==> config.mk <==
export PLATFORM = sky130hd
export DESIGN_NAME = serial_subtractor
export DESIGN_NICKNAME = d
export VERILOG_FILES = /design/src/rtl/serial_subtractor.sv
export SDC_FILE = /design/constraint.sdc
export NUM_CORES = 1
export LEC_CHECK = 0
export CAP_MARGIN = 20
export CORE_ASPECT_RATIO = 0.75
export CORE_MARGIN = 3
export CORE_UTILIZATION = 56
export CTS_CLUSTER_SIZE = 10
export DETAILED_ROUTE_END_ITERATION = 8
export GPL_ROUTABILITY_DRIVEN = 0
export HOLD_SLACK_MARGIN = 0.05
export PLACE_DENSITY = 0.94
export SLEW_MARGIN = 25
export SYNTH_ARGS = -nofsm -noshare
export SYNTH_HDL_FRONTEND = slang
export SYNTH_SLANG_ARGS = --single-unit
==> constraint.sdc <==
create_clock -name clk -period 2.5 [get_ports clk]
set_input_delay 0.25 -clock clk [delete_from_list [all_inputs] [get_ports clk]]
set_output_delay 0.25 -clock clk [all_outputs]
set_load 0.01 [all_outputs]
==> src/rtl/serial_subtractor.sv <==
// Bit-serial subtractor: one full-subtractor cell plus a borrow flip-flop, LSB first.
// Result, final borrow and signed overflow are registered and announced by a one-cycle done pulse.
module serial_subtractor #(
    parameter int WIDTH = 8
) (
    input  logic             clk,
    input  logic             rst_n,
    input  logic             start,
    input  logic [WIDTH-1:0] a,
    input  logic [WIDTH-1:0] b,
    input  logic             bin,
    output logic             busy,
    output logic             done,
    output logic [WIDTH-1:0] diff,
    output logic             borrow,
    output logic             ovf
);

    localparam int CW = (WIDTH > 1) ? $clog2(WIDTH) : 1;
    localparam logic [CW-1:0] LAST_CNT = CW'(WIDTH - 1);

    typedef enum logic [1:0] {
        IDLE  = 2'd0,
        SHIFT = 2'd1,
        DONE  = 2'd2
    } state_t;

    function automatic logic fs_diff(input logic x, input logic y, input logic bi);
        return x ^ y ^ bi;
    endfunction

    function automatic logic fs_borrow(input logic x, input logic y, input logic bi);
        return (~x & y) | (~(x ^ y) & bi);
    endfunction

    state_t           state_r;
    logic [WIDTH-1:0] a_sh_r;
    logic [WIDTH-1:0] b_sh_r;
    logic [WIDTH-1:0] diff_sh_r;
    logic             br_r;
    logic [CW-1:0]    cnt_r;
    logic             a_msb_r;
    logic             b_msb_r;
    logic             busy_r;
    logic             done_r;
    logic [WIDTH-1:0] diff_r;
    logic             borrow_r;
    logic             ovf_r;

    logic             d_s;
    logic             bo_s;
    logic [WIDTH-1:0] diff_next_s;

    // Full-subtractor cell on the current LSBs and the stored borrow
    always_comb begin
        d_s         = fs_diff(a_sh_r[0], b_sh_r[0], br_r);
        bo_s        = fs_borrow(a_sh_r[0], b_sh_r[0], br_r);
        diff_next_s = {d_s, diff_sh_r[WIDTH-1:1]};
    end

    // Control FSM, datapath shift registers and registered result outputs
    always_ff @(posedge clk or negedge rst_n) begin
        if (!rst_n) begin
            state_r   <= IDLE;
            a_sh_r    <= '0;
            b_sh_r    <= '0;
            diff_sh_r <= '0;
            br_r      <= 1'b0;
            cnt_r     <= '0;
            a_msb_r   <= 1'b0;
            b_msb_r   <= 1'b0;
            busy_r    <= 1'b0;
            done_r    <= 1'b0;
            diff_r    <= '0;
            borrow_r  <= 1'b0;
            ovf_r     <= 1'b0;
        end else begin
            case (state_r)
                IDLE: begin
                    done_r <= 1'b0;
                    if (start) begin
                        a_sh_r  <= a;
                        b_sh_r  <= b;
                        br_r    <= bin;
                        cnt_r   <= '0;
                        a_msb_r <= a[WIDTH-1];
                        b_msb_r <= b[WIDTH-1];
                        busy_r  <= 1'b1;
                        state_r <= SHIFT;
                    end else begin
                        busy_r  <= 1'b0;
                    end
                end
                SHIFT: begin
                    diff_sh_r <= diff_next_s;
                    a_sh_r    <= {1'b0, a_sh_r[WIDTH-1:1]};
                    b_sh_r    <= {1'b0, b_sh_r[WIDTH-1:1]};
                    br_r      <= bo_s;
                    if (cnt_r == LAST_CNT) begin
                        // Last bit: publish the result on the same edge that enters DONE
                        state_r  <= DONE;
                        done_r   <= 1'b1;
                        diff_r   <= diff_next_s;
                        borrow_r <= bo_s;
                        ovf_r    <= (a_msb_r != b_msb_r) && (diff_next_s[WIDTH-1] != a_msb_r);
                    end else begin
                        cnt_r    <= cnt_r + CW'(1);
                    end
                end
                DONE: begin
                    done_r  <= 1'b0;
                    busy_r  <= 1'b0;
                    state_r <= IDLE;
                end
                default: begin
                    done_r  <= 1'b0;
                    busy_r  <= 1'b0;
                    state_r <= IDLE;
                end
            endcase
        end
    end

    assign busy   = busy_r;
    assign done   = done_r;
    assign diff   = diff_r;
    assign borrow = borrow_r;
    assign ovf    = ovf_r;

endmodule

==> reports/metrics.yaml, run 1 <==
outcome:
  outcome: "finished clean"
die:
  core_um2: 3060
  floorplan.initialDensity_pct: 60.7
  die-area_um2: 4050
  die_h_um: 55.9
  fp.dieW_um: 72.5
  pin_count: 32
  rows: 17
cells_and_area:
  diodes: 0
  drive_above_1_share_pct: 17.5
  finalNetCount: 205
  fillers: 196
  area.growth.synth_to_final_pct: 21.3
critical_path:
  cp.arrival_ps: 2100
  critical_path_required_ps: 2750
  timing.rr.start: "state_r[0]$_DFFE_PN0P_"
  crit_path_end_kind: "flip-flop"
  critPathMaxFanout: 25
  critPathLaunch: "state_r[0]$_DFFE_PN0P_"
  setup.worst_path.class: "reg -> reg"
  start_kind: "flip-flop"
global_routing:
  use_met3_pct: 7.94
  grt_util_met2_pct: 30.3
  track_usage_pct: 20.4
  grt_max_degree: 44
  grt_pass1_vias: 1290
  grt_antenna_before_repair: 0
  grt_pass1_wl_mm: 6.15
  grt-busiest-layer: "met2"
  overflow: 0
  met1_usage_pct: 26.4
sta:
  rsz0062_at_grt: "no"
  slew_viol_final: 0
  min_period_ps: 1850
  tightest_slew_ps: 854
  finalCritPeriodShare_pct: 74.0
  setup_viol: 0
  tns_ps: 0
  slew-limit-headroom_pct: 43.1
  max_freq_mhz: 541
  hold_violations: 0
  skew_ps: 15.8
  holdWs_ps: 436
cts:
  cts_tree: "done"
  cts_root_buf: "clkbuf_8"
  cts_setup_buffers: 0
  clk_pin_slew_ps: 90
  cts_buffer_depth: 2
  htree_levels: 2
  post_cts_resized: 0
  numCtsBuffers: 5
  clock-sinks: 43
  clk_latency_ps: 310
placed_design:
  dp_hpwl_mm: 2.61
  io_buffers: 31
synthesis:
  syn_area_per_cell_um2: 12.2
  syn_nets: 175
  synthCells: 152
  seq_area_frac_synth_pct: 57.9
  yosysUniqueCellTypes: 27
  synth_warnings: 0
  synth_seq_cells: 43
  syn-cell-area_um2: 1860
routing:
  drtIter0Drc: 59
  viasPerCell: 5.64
  route.detailed.drc: 0
  vias: 1247
  final_antenna_net_count: 0
  detail_route.wl_per_cell_um: 16.9
  wl_mm: 3.74
  first_pass_iters: 4
run:
  drv_cap: 0
pwr:
  leakage_nw: 0.994
  peakVddDrop_uv: 640
  power_density_nw_per_um2: 1230
hold_path:
  hold_class: "in -> async"
## path summary, 6_finish.rpt
check	endpoint	slack (ps)	cells past startpoint
worst min-delay path	a_sh_r[7]$_DFFE_PN0P_	440	2
worst min register to register	b_sh_r[0]$_DFFE_PN0P_	500	2
worst max register to register	cnt_r[0]$_DFFE_PN0P_	650	3
min in group clk	b_sh_r[0]$_DFFE_PN0P_	500	2
max in group asynchronous	diff[0]$_DFFE_PN0P_	1680	2
worst max-delay path	cnt_r[0]$_DFFE_PN0P_	650	3
## state kept, by name, summed over array words and instances (netlist names)
signal     count
done           1
borrow         1
a_msb_r        1
b_msb_r        1
diff           8
busy           1
state_r        2
a_sh_r         8
diff_sh_r      7
ovf            1
b_sh_r         8
cnt_r          3
br_r           1
## through the flow
stage          instance area [um2]  instances  setup WS, ps  total power [W]  util [%]
3_5_place_dp                  2140        212           717          0.00231      69.9
5_1_grt                       2260        221           476          0.00297      73.7
2_1_floorplan                 1860        152          1030          0.00195         -
3_3_place_gp                  2140        212           760          0.00221      69.9
4_1_cts                       2240        220           685          0.00281      73.2
6_report                      2260        221           651          0.00278      73.7
## placed cells by master, fill, tap and decap left out, drive strengths merged
cell type	count
a21oi	5
a22o	3
a22oi	12
a31oi	1
and2b	1
and3b	2
buf	1
clkbuf	7
clkdlybuf4s50	30
clkinvlp	1
dfrtp	43
dlygate4sd3	1
fa	1
ha	2
inv	5
mux2	18
nand2	18
nand2b	1
nand3b	1
nor2	4
nor2b	4
nor3b	2
o21ai	19
o21bai	1
## cell usage after synthesis, drive strengths merged
master	instances	area, um2
o21bai	1	11.3
a31oi	1	6.26
a22o	3	26.3
nor3b	2	20.0
nand3b	1	20.0
fa	1	20.0
dfrtp	43	1080
mux2	18	203
clkbuf	1	3.75
and2b	1	7.51
nor2	4	15.0
inv	5	18.8
a21oi	5	25.0
nor2b	4	32.5
o21ai	19	98.8
a22oi	12	90.1
nand2	18	67.6
and3b	2	17.5
nand2b	1	6.26
ha	2	25.0
buf	8	68.8
## layer usage
layer  wire, um  vias up
li1           -      591
met1       1610      615
met2       1850       30
met3        191       11
met4         95        0
met5          0        -
## cell families (layout without fill, tap and decap cells)
kind of cell	after synthesis	count (layout)	share of synthesized area [%]
AND/OR/NAND/NOR	33	33	10.0
adder cells (fa/ha/maj)	3	3	2.42
AO/OA/AOI/OAI	41	41	13.9
flip-flops	43	43	57.9
multiplexers	18	18	10.9
buffers and inverters	14	45	4.91
## final cells by class
cell class / instances / area, um2 / area share [%]
clock inverters: 1 / 7.51 / 0.333
inverters: 5 / 18.8 / 0.832
repair buffers: 32 / 318 / 14.1
clock buffers: 7 / 96.3 / 4.27
multi-input cells: 95 / 692 / 30.7
well taps: 38 / 47.5 / 2.11
flip-flops and latches: 43 / 1080 / 47.7
## where the power goes
group          switching, W  internal (W)  leakage (nW)
logic              0.000445      0.000578         0.406
registers          0.000261       0.00101         0.537
clock network      0.000238      0.000251        0.0505
total              0.000944       0.00184         0.994
## repair_timing
item,4_1_cts,5_1_grt
endpoints found under the setup margin,0,0
hold buffers,0,1
hold endpoints to repair,0,43
## worst max-delay path, stage by stage (launching register included)
cell	delay, ps
dfrtp_1	910
nand2b_1	420
nor2_1	280
mux2_2	190
Note: power is estimated with default switching activity, not from simulation.
==> run 2: changes to the inputs <==
--- a/config.mk
+++ b/config.mk
@@ -8,12 +8,12 @@
 export CAP_MARGIN = 20
 export CORE_ASPECT_RATIO = 0.75
 export CORE_MARGIN = 3
-export CORE_UTILIZATION = 56
+export CORE_UTILIZATION = 52
 export CTS_CLUSTER_SIZE = 10
 export DETAILED_ROUTE_END_ITERATION = 8
 export GPL_ROUTABILITY_DRIVEN = 0
 export HOLD_SLACK_MARGIN = 0.05
-export PLACE_DENSITY = 0.94
+export PLACE_DENSITY = 0.89
 export SLEW_MARGIN = 25
 export SYNTH_ARGS = -nofsm -noshare
 export SYNTH_HDL_FRONTEND = slang
==> constraint.sdc (replaced) <==
create_clock -name clk -period 1.9 [get_ports clk]
set_input_delay 0.19 -clock clk [delete_from_list [all_inputs] [get_ports clk]]
set_output_delay 0.19 -clock clk [all_outputs]
set_load 0.01 [all_outputs]
==> run 2 against run 1 <==
Worst setup slack lost 400 ps. Combinational power grew 39%. Cell count grew 3.2%. Register-to-register slack lost 400 ps. Design area grew 1.3%. Non-clock buffer count grew 6. Utilization shrank 5.6 points. Critical path depth is the same. Hold slack gained 49 ps. Sequential share of layout area shrank 0.60 points. Die area grew 6.9%. Highest routed layer unchanged. Critical endpoint unchanged.
==> reports/metrics.yaml, run 2 (synthesis results as in run 1) <==
sta:
  min_period_ps: 1650
  slew_viol_final: 0
  slew-limit-headroom_pct: 58.6
  rsz0062_at_grt: "no"
  setup_viol: 0
  hold_violations: 0
  tightest_slew_ps: 621
  tns_ps: 0
  max_freq_mhz: 607
  skew_ps: 13.1
  postLayoutSetupSlackWorst_ps: 252
  finalCritPeriodShare_pct: 86.8
  holdWs_ps: 485
die:
  die_h_um: 57.8
  fp.dieW_um: 75.0
  pin_count: 32
  rows: 18
  die-area_um2: 4340
  floorplan.initialDensity_pct: 55.4
  core_um2: 3360
cts:
  htree_levels: 2
  clock-sinks: 43
  cts_tree: "done"
  clk_latency_ps: 300
  cts_root_buf: "clkbuf_8"
  numCtsBuffers: 5
  cts_buffer_depth: 2
  clk_pin_slew_ps: 80
  post_cts_resized: 0
cells_and_area:
  diodes: 0
  area.growth.synth_to_final_pct: 22.9
  finalNetCount: 211
  drive_above_1_share_pct: 19.7
  layout_common_cells: "dfrtp_1, clkdlybuf4s50_1, nand2_1, mux2_2, a22oi_1"
  layout_commonest_cell: "dfrtp_1"
routing:
  detail_route.wl_per_cell_um: 15.2
  first_pass_iters: 4
  vias: 1249
  wl_mm: 3.46
  viasPerCell: 5.48
  drtIter0Drc: 53
  route.detailed.drc: 0
  final_antenna_net_count: 0
pwr:
  power_density_nw_per_um2: 1590
  leakage_nw: 1.02
  peakVddDrop_uv: 813
critical_path:
  critPathMaxFanout: 17
  critical_path.cell_chain: "nand2b_1 -> nor2_1 -> mux2_2"
  cp.arrival_ps: 1890
  critPathTopFamily: "flip-flops"
  cpPeakStageDelay_ps: 740
  crit_path_end_kind: "flip-flop"
  start_kind: "flip-flop"
  cp_slowest_cell: "dfrtp_1"
  setup.worst_path.class: "reg -> reg"
  critical_path_required_ps: 2140
  critPathBufInv: 0
hold_path:
  hold_class: "reg -> reg"
global_routing:
  overflow: 0
  grt_pass1_vias: 1313
  track_usage_pct: 18.7
  grt_max_degree: 44
  grt_antenna_before_repair: 0
  grt_pass1_wl_mm: 6.05
outcome:
  outcome: "finished clean"
placed_design:
  pre_cts_slack_ps: 265
  io_buffers: 31
  dp_hpwl_mm: 2.52
run:
  drv_cap: 0
[run 2: routing by layer]
metal	vias up	GRT usage (%)	part of all wire (%)
li1	600	-	-
met1	610	24.9	45
met2	29	28.5	48
met3	10	5.03	5.1
met4	0	8.88	2.3
met5	-	0	0
[run 2: what timing repair did]
| action | in CTS | in global routing |
|---|---|---|
| hold buffers | 1 | 0 |
| buffers inserted | 0 | 0 |
| endpoints found under the hold margin | 43 | 0 |
[run 2: worst register-to-register path, stage by stage, from the launching register on]
cell and delay [ps]:
dfrtp_1 740, nand2b_1 380, nor2_1 280, mux2_2 190
[run 2: layout make-up]
cell class | instances | area [um2]
clock buffers | 6 | 82.6
clock inverters | 1 | 5.00
fillers | 221 | 1070
inverters | 5 | 18.8
multi-input cells | 95 | 692
flip-flops and latches | 43 | 1080
well taps | 40 | 50.0
repair buffers | 38 | 360
[run 2: path summary, 6_finish.rpt]
path | start | end | slack (ps) | depth (start not counted)
max | state_r[0]$_DFFE_PN0P_ | cnt_r[0]$_DFFE_PN0P_ | 250 | 3
min | borrow$_DFFE_PN0P_ | borrow$_DFFE_PN0P_ | 480 | 2
max reg2reg | state_r[0]$_DFFE_PN0P_ | cnt_r[0]$_DFFE_PN0P_ | 250 | 3
min reg2reg | borrow$_DFFE_PN0P_ | borrow$_DFFE_PN0P_ | 480 | 2
max in group asynchronous | rst_n | diff_sh_r[2]$_DFFE_PN0N_ | 1030 | 3
min in group asynchronous | rst_n | a_sh_r[7]$_DFFE_PN0P_ | 490 | 3
[run 2: where the power goes]
group	switching (W)	internal [W]	leakage, nW
clock network	0.000292	0.000285	0.0470
logic	0.000610	0.000807	0.436
registers	0.000303	0.00133	0.537
[run 2: per-stage QoR]
step | std cells | utilization, % | instance area (um2) | total power (W)
3_3_place_gp | 220 | 65.2 | 2190 | 0.00297
2_1_floorplan | 152 | - | 1860 | 0.00257
3_5_place_dp | 220 | 65.2 | 2190 | 0.00308
4_1_cts | 228 | 68.1 | 2280 | 0.00366
6_report | 228 | 68.1 | 2280 | 0.00363
5_1_grt | 228 | 68.1 | 2280 | 0.00390
